## src/rtl/sr_drive_ctrl.sv

```systemverilog
// sr_drive_ctrl
//   Drives an external SR flip-flop to a requested state and verifies the
//   result through its Q/Qbar feedback. Each drive is a pulse on S or R,
//   then a quiet settle window, then a one-cycle check of the synchronized
//   feedback. A failed check re-drives up to MAX_RETRY times before
//   reporting an error. If the latch already holds the target when a
//   request arrives, it answers with DONE straight away and never drives
//   S or R.
//
// Parameters
//   PULSE_CYC  : S/R pulse length in cycles (1-15)
//   SETTLE_CYC : quiet cycles between pulse and check (2-15)
//   MAX_RETRY  : re-drives allowed after a failed check (0-3)
//
// Ports
//   CLK     in   rising-edge clock
//   RST_N   in   asynchronous active-low reset
//   REQ     in   request to force the latch to TGT
//   TGT     in   target latch state, valid with REQ (1 = set)
//   Q_FB    in   flip-flop Q, asynchronous to CLK
//   QBAR_FB in   flip-flop Qbar, asynchronous to CLK
//   S       out  set drive
//   R       out  reset drive
//   BUSY    out  operation in progress
//   DONE    out  one-cycle pulse, latch verified at TGT
//   ERR     out  one-cycle pulse, retries exhausted
//   RETRIES out  re-drives used by the last completed operation
module sr_drive_ctrl #(
  parameter int PULSE_CYC  = 2,
  parameter int SETTLE_CYC = 2,
  parameter int MAX_RETRY  = 3
) (
  input  logic       CLK,
  input  logic       RST_N,
  input  logic       REQ,
  input  logic       TGT,
  input  logic       Q_FB,
  input  logic       QBAR_FB,
  output logic       S,
  output logic       R,
  output logic       BUSY,
  output logic       DONE,
  output logic       ERR,
  output logic [1:0] RETRIES
);

  localparam logic [3:0] PULSE_LOAD  = 4'(PULSE_CYC - 1);
  localparam logic [3:0] SETTLE_LOAD = 4'(SETTLE_CYC - 1);
  localparam logic [1:0] RETRY_LIMIT = 2'(MAX_RETRY);

  typedef enum logic [1:0] {
    IDLE,
    DRIVE,
    SETTLE,
    CHECK
  } state_t;

  state_t     state, state_nxt;
  logic       q_meta, q_sync, qb_meta, qb_sync;
  logic       tgt_lat, tgt_nxt;
  logic [3:0] cnt, cnt_nxt;
  logic [1:0] retry, retry_nxt;
  logic       s_nxt, r_nxt, busy_nxt, done_nxt, err_nxt;
  logic [1:0] retries_nxt;
  logic       fb_valid, fb_match, fb_match_req, accept;

  // Feedback is only trusted when Q and Qbar disagree. At acceptance the
  // target has not been latched yet, so that comparison uses TGT directly.
  // Requests are ignored while busy and in the cycle DONE/ERR is shown.
  assign fb_valid     = q_sync ^ qb_sync;
  assign fb_match     = fb_valid && (q_sync == tgt_lat);
  assign fb_match_req = fb_valid && (q_sync == TGT);
  assign accept       = REQ && !BUSY && !DONE && !ERR;

  // Two-flop synchronizers for the asynchronous flip-flop feedback.
  always_ff @(posedge CLK or negedge RST_N) begin
    if (!RST_N) begin
      q_meta  <= 1'b0;
      q_sync  <= 1'b0;
      qb_meta <= 1'b0;
      qb_sync <= 1'b0;
    end else begin
      q_meta  <= Q_FB;
      q_sync  <= q_meta;
      qb_meta <= QBAR_FB;
      qb_sync <= qb_meta;
    end
  end

  // State register.
  always_ff @(posedge CLK or negedge RST_N) begin
    if (!RST_N) state <= IDLE;
    else        state <= state_nxt;
  end

  // Registered outputs and datapath. Reset clears S/R at once, so an
  // operation cut short by reset never leaves a drive asserted.
  always_ff @(posedge CLK or negedge RST_N) begin
    if (!RST_N) begin
      tgt_lat <= 1'b0;
      cnt     <= 4'd0;
      retry   <= 2'd0;
      S       <= 1'b0;
      R       <= 1'b0;
      BUSY    <= 1'b0;
      DONE    <= 1'b0;
      ERR     <= 1'b0;
      RETRIES <= 2'd0;
    end else begin
      tgt_lat <= tgt_nxt;
      cnt     <= cnt_nxt;
      retry   <= retry_nxt;
      S       <= s_nxt;
      R       <= r_nxt;
      BUSY    <= busy_nxt;
      DONE    <= done_nxt;
      ERR     <= err_nxt;
      RETRIES <= retries_nxt;
    end
  end

  // Next-state and next-output logic. S and R are only ever driven as the
  // pair (tgt, ~tgt) or both low, which rules out S and R both being high.
  // The cycle counter is loaded with length-1 on entry to DRIVE or SETTLE
  // and the phase ends on the edge where it reads zero.
  always_comb begin
    state_nxt   = state;
    tgt_nxt     = tgt_lat;
    cnt_nxt     = cnt;
    retry_nxt   = retry;
    s_nxt       = 1'b0;
    r_nxt       = 1'b0;
    busy_nxt    = BUSY;
    done_nxt    = 1'b0;
    err_nxt     = 1'b0;
    retries_nxt = RETRIES;
    case (state)
      IDLE: begin
        if (accept) begin
          tgt_nxt   = TGT;
          retry_nxt = 2'd0;
          if (fb_match_req) begin
            done_nxt    = 1'b1;
            busy_nxt    = 1'b0;
            retries_nxt = 2'd0;
          end else begin
            state_nxt = DRIVE;
            s_nxt     = TGT;
            r_nxt     = ~TGT;
            cnt_nxt   = PULSE_LOAD;
            busy_nxt  = 1'b1;
          end
        end
      end
      DRIVE: begin
        if (cnt == 4'd0) begin
          state_nxt = SETTLE;
          cnt_nxt   = SETTLE_LOAD;
        end else begin
          s_nxt   = tgt_lat;
          r_nxt   = ~tgt_lat;
          cnt_nxt = cnt - 4'd1;
        end
      end
      SETTLE: begin
        if (cnt == 4'd0) state_nxt = CHECK;
        else             cnt_nxt   = cnt - 4'd1;
      end
      CHECK: begin
        if (fb_match) begin
          state_nxt   = IDLE;
          done_nxt    = 1'b1;
          busy_nxt    = 1'b0;
          retries_nxt = retry;
        end else if (retry == RETRY_LIMIT) begin
          state_nxt   = IDLE;
          err_nxt     = 1'b1;
          busy_nxt    = 1'b0;
          retries_nxt = retry;
        end else begin
          state_nxt = DRIVE;
          retry_nxt = retry + 2'd1;
          s_nxt     = tgt_lat;
          r_nxt     = ~tgt_lat;
          cnt_nxt   = PULSE_LOAD;
        end
      end
      default: state_nxt = IDLE;
    endcase
  end

endmodule

```

## config.mk

```make
export PLATFORM = sky130hd
export DESIGN_NAME = sr_drive_ctrl
export DESIGN_NICKNAME = d
export VERILOG_FILES = /design/src/rtl/sr_drive_ctrl.sv
export SDC_FILE = /design/constraint.sdc
export NUM_CORES = 1
export LEC_CHECK = 0
export CORE_MARGIN = 4
export CORE_UTILIZATION = 54
export CTS_CLUSTER_DIAMETER = 60
export CTS_CLUSTER_SIZE = 16
export DETAILED_ROUTE_END_ITERATION = 12
export PLACE_DENSITY = 0.81
export SLEW_MARGIN = 0
export SYNTH_ARGS = -nofsm -noshare
export SYNTH_HDL_FRONTEND = slang
export SYNTH_SLANG_ARGS = --single-unit
export TNS_END_PERCENT = 100
```

## constraint.sdc

```tcl
create_clock -name CLK -period 2.6 [get_ports CLK]
set_clock_uncertainty 0.05 [all_clocks]
set_input_delay 0.26 -clock CLK [delete_from_list [all_inputs] [get_ports CLK]]
set_output_delay 0.26 -clock CLK [all_outputs]
set_load 0.005 [all_outputs]
```

* Word-level counts from Yosys, hierarchy flattened
Cells that the tools add are included.
** Operators by class
- Equal/unequal tests :: 15
- $lt $le $gt $ge :: 0
- Multiply operators :: 0
- Divide/modulo/power cells :: 0
- $add $sub $neg :: 2
- Reductions and logical operators :: 17
- Muxes and demuxes :: 47
- Bitwise operators :: 3
- Shift-type cells :: 0
** Operators by type and width (number)
- 2-to-1 mux 4 bit :: 6
- 2-to-1 mux 1 bit :: 22
- 2-to-1 mux 2 bit :: 11
- inequality test 2 bit, second input constant :: 8
- case mux 4 bit (4 select lines) :: 1
- AND reduction 4 bit :: 3
- case mux 2 bit (2 select lines) :: 2
- case mux 2 bit (4 select lines) :: 1
- == test 2 bit, second input constant :: 3
- case mux 1 bit (3 select lines) :: 2
- logical AND 1 bit :: 5
- AND reduction 5 bit :: 1
- zero test 4 bit :: 1
- case mux 1 bit (2 select lines) :: 2
- subtractor 4 x 1 -> 4 bit, second input constant :: 1
- zero test 1 bit :: 3
- inequality test 3 bit, second input constant :: 1
- AND reduction 3 bit :: 1
- adder 2 x 1 -> 2 bit, second input constant :: 1
- == test 1 bit :: 2
- == test 2 x 1 -> 1 bit, second input constant :: 1
- zero test 2 bit :: 1
- inverter 1 bit :: 2
- AND reduction 2 bit :: 1
- other kinds (2) :: 2
** Storage, ports and cells
- Input bits :: 6
- Bits in read-only memories :: 0
- RAM bits :: 0
- Word-level logic and storage cells :: 98
- Register bits :: 20
- Memories :: 0
- Bits in latches :: 0

* Depth between registers and ports, before layout
- Depth after elaboration :: 6
- Mapped depth :: 7

* Worst setup path after synthesis
No wires, ideal clock.
- Path type :: flip-flop to flip-flop
- From :: register BUSY
- To :: register cnt[1]
- Path buffers :: 0
- Arrival :: 1731 ps
- Setup time :: 122 ps
- Cell stages (with the launch flop) :: 5
- Slack :: 698 ps
- Path through :: dfrtp_1 > or4b_1 > o31a_1 > a221o_2 > a32o_1
** On the way
- Cells in the longest elaborated chain, start to end :: 6
** RTL lines
- start: declaration :: line 41 : output logic BUSY,
- start signal: assignment :: line 115 : BUSY <= busy_nxt;
- zero test 1 bit :: line 73 : assign accept = REQ && !BUSY && !DONE && !ERR;
- logical AND 1 bit (3 in a row) :: line 73
- inequality test 2 bit (no source line)
- AND reduction 5 bit (no source line)
- end signal: assignment :: line 111 : cnt <= cnt_nxt;
- end: declaration :: line 61 : logic [3:0] cnt, cnt_nxt;
No other way between the ends.
A chain may end at the register's enable or synchronous reset.

* Final worst setup path
- From :: register BUSY
- To :: register state[0]
** On the way
- Cells in the longest elaborated chain, start to end :: 6
** RTL lines
- zero test 1 bit :: line 73
- logical AND 1 bit (3 in a row) :: line 73
- inequality test 2 bit (no source line)
- AND reduction 4 bit (no source line)
- end signal: assignment :: line 93 : else state <= state_nxt;
- end: declaration :: line 58 : state_t state, state_nxt;
No other way between the ends.

==> results by group <==
Run status
  • Status: complete, no violations

Place
  • Gp weighted congestion: 0.7911
  • Placed insts: 146
  • Worst slack, placed: about 320 ps
  • Hpwl dp: 1690 um
  • Port Buf Inserts: 12

Final layout
  • Commonest non-fill, non-tap cell in the layout: dfrtp_1
  • Non-Filler Instances: 149
  • Diode count: 0
  • P&R area growth vs syn: 16.11%
  • Nets: 138
  • Final core occ: about two thirds
  • Most frequent cells in the layout: dfrtp_1, clkdlybuf4s50_1, inv_1
  • Number of fill cells: 164
  • Share of layout cells above drive strength 1: 7.377%

Timing
  • Final worst setup slack: ~570 ps
  • Least-Margin Pin Slew: about 900 ps
  • Min Tclk post-route: 2030 ps
  • Final Cycle Share: 78.08%
  • Max Clock Freq: between 400 and 500 MHz
  • RSZ-0062 raised after global routing: false
  • Pins over their slew limit: 0
  • Final Hold Viols: 0
  • # setup viols final: 0
  • Worst slew margin: between 30 and 40%
  • Setup TNS: 0 ps

Critical path
  • Worst-path fanout max: 7
  • Slowest cell on the critical path: or4_1
  • CP arrival: 2200 ps
  • Critical Path, Cell by Cell: or4b_1, o31a_1, or4_1, o21ai_0
  • Crit path required time: 2770 ps
  • Setup crit start kind: flop
  • Crit. End Element: flop
  • Slowest stage delay, CP: 530 ps
  • Crit Path Class: flop to flop

Routing
  • 1st-iter DRT viols: 35
  • Drt wl/cell: 14.85 um
  • Vias: 880
  • Antenna Nets Post-Route: 0
  • Routed Wire Length: 2212 um
  • DRC: 0
  • Number of vias per cell: 5.906
  • Drt pass-1 iters: 4

GRT
  • Maximum number of pins on one net before global-route repair: 21
  • Initial antenna violation count: 0
  • GRT Overall Usage: 19.08%
  • First-pass GRT wire length: 3898 um
  • Global route overflow: 0
  • Vias in the first global route: 880

Synthesis
  • Share of the synthesized area in the top cell type: 45.71%
  • Fraction of registers with async set or reset after synthesis: 100.0%
  • Synth area leaders: dfrtp_1, ha_1, inv_1
  • Number of enable flip-flop cells after synthesis: 0
  • Synthesized area per cell: 10.14 um2
  • Biggest area consumer among synthesized cells: dfrtp_1
  • Mapped Nets: 122
  • Cell count after synthesis: about 110
  • Synthesized area: 1095 um2
  • Register area share after synthesis: 45.71%
  • YS warnings: 0
  • Cell variety after synth: 37
  • Predominant post-synthesis flop cell: dfrtp_1
  • Yosys reg bits: 20

Pwr
  • Overall power: around 1400 uW
  • Maximum vdd drop: 0.7034 mV
  • Leakage: between 0.0005 and 0.0006 uW
  • Pwr dens: 1131 nW/um2

CTS
  • Post-CTS resize count: 0
  • Clk_lat worst skew: 300 ps
  • Clk sinks: 20
  • H-Tree Depth: 1
  • Count of hold-fix buffers inserted at cts: 0
  • CTS clk-pin slew, worst paths: 100 ps
  • Longest Clk Path Bufs: 2
  • Clock Root Buffer: clkbuf_4
  • CTS Buf Count: 3
  • CTS tree: done
  • Total setup buffers inserted after CTS: 0

Flow run
  • Max cap viols: 0

Floorplanning
  • Starting density of the core: 56.38%
  • Die W: roughly 53 um
  • Full die area: around 2800 um2
  • Core Area: 1942 um2
  • Die height: 53.03 um
  • IO Pins: 13
  • # rows: 16

Worst hold path
  • Hold WC Path Type: flop to flop
-- synth_stat cells, drive strengths merged (2+ instances only) --
master	instances
dfrtp	20
inv	10
ha	8
nand2	7
nor2	7
a21oi	6
nand2b	5
o22ai	4
mux2i	3
o21ai	3
clkbuf	2
mux2	2
nand3	2
nand3b	2
nor3b	2
nor4b	2
or3b	2
or4	2
-- kinds of logic after synthesis --
family / synth area share, %
buf+inv: 4.115
flops: 45.71
mux: 4.800
fa+ha+maj: 9.143
compound gates: 15.89
simple gates: 20.34
-- stage by stage --
stage | hold WS [ps] | cell area [um2]
global placement | 289.9 | 1249
floorplan | -85.59 | 1095
finish | 311.9 | 1271
global route | 316.8 | 1271
detailed placement | 290.4 | 1249
CTS | 315.7 | 1271
-- power by group --
part	switching [uW]	leakage (uW)	internal, uW	total [uW]
Combinational	431	0.000278	374	805
Clock	89.6	0.0000138	54.1	144
Sequential	77.4	0.000256	412	489
Total	598	0.000548	839	1440
-- worst paths after layout --
kind	from	endpoint	slack [ps]	cells past startpoint
max	BUSY	state[0]	570	4
min	qb_meta	qb_sync	310	0
max reg2reg	BUSY	state[0]	570	4
min reg2reg	qb_meta	qb_sync	310	0
max in group asynchronous	RST_N	state[0]	1550	1
min in group asynchronous	RST_N	DONE	410	1
-- metal layers --
metal | up-vias | global-route usage, % | wire [um]
met4 | 0 | 5.957 | 21
met3 | 5 | 5.070 | 80
met1 | 434 | 22.97 | 966
li1 | 426 | - | -
met5 | - | 0 | 0
met2 | 15 | 32.85 | 1145
-- worst max-delay path, delay by kind of cell, from the launching register on --
kind / cells / cell delay [ps]
simple gates: 2 / 1050
compound gates: 2 / 430
flops: 1 / 420
-- flip-flops by register name, indices dropped and copies added (netlist names) --
name,cells
tgt_lat,1
q_meta,1
retry,2
BUSY,1
RETRIES,2
DONE,1
ERR,1
cnt,4
R,1
qb_sync,1
q_sync,1
qb_meta,1
S,1
state,2
-- final cells by class --
| type | count | area [um2] | share of cell area (%) |
|---|---|---|---|
| clock buffer | 3 | 22.52 | 1.772 |
| inverter | 10 | 37.54 | 2.953 |
| multi-input combinational | 76 | 549.3 | 43.21 |
| sequential | 20 | 500.5 | 39.37 |
| tap | 27 | 33.78 | 2.657 |
| timing repair buffer | 13 | 127.6 | 10.04 |
(Power assumes the default switching activity.)
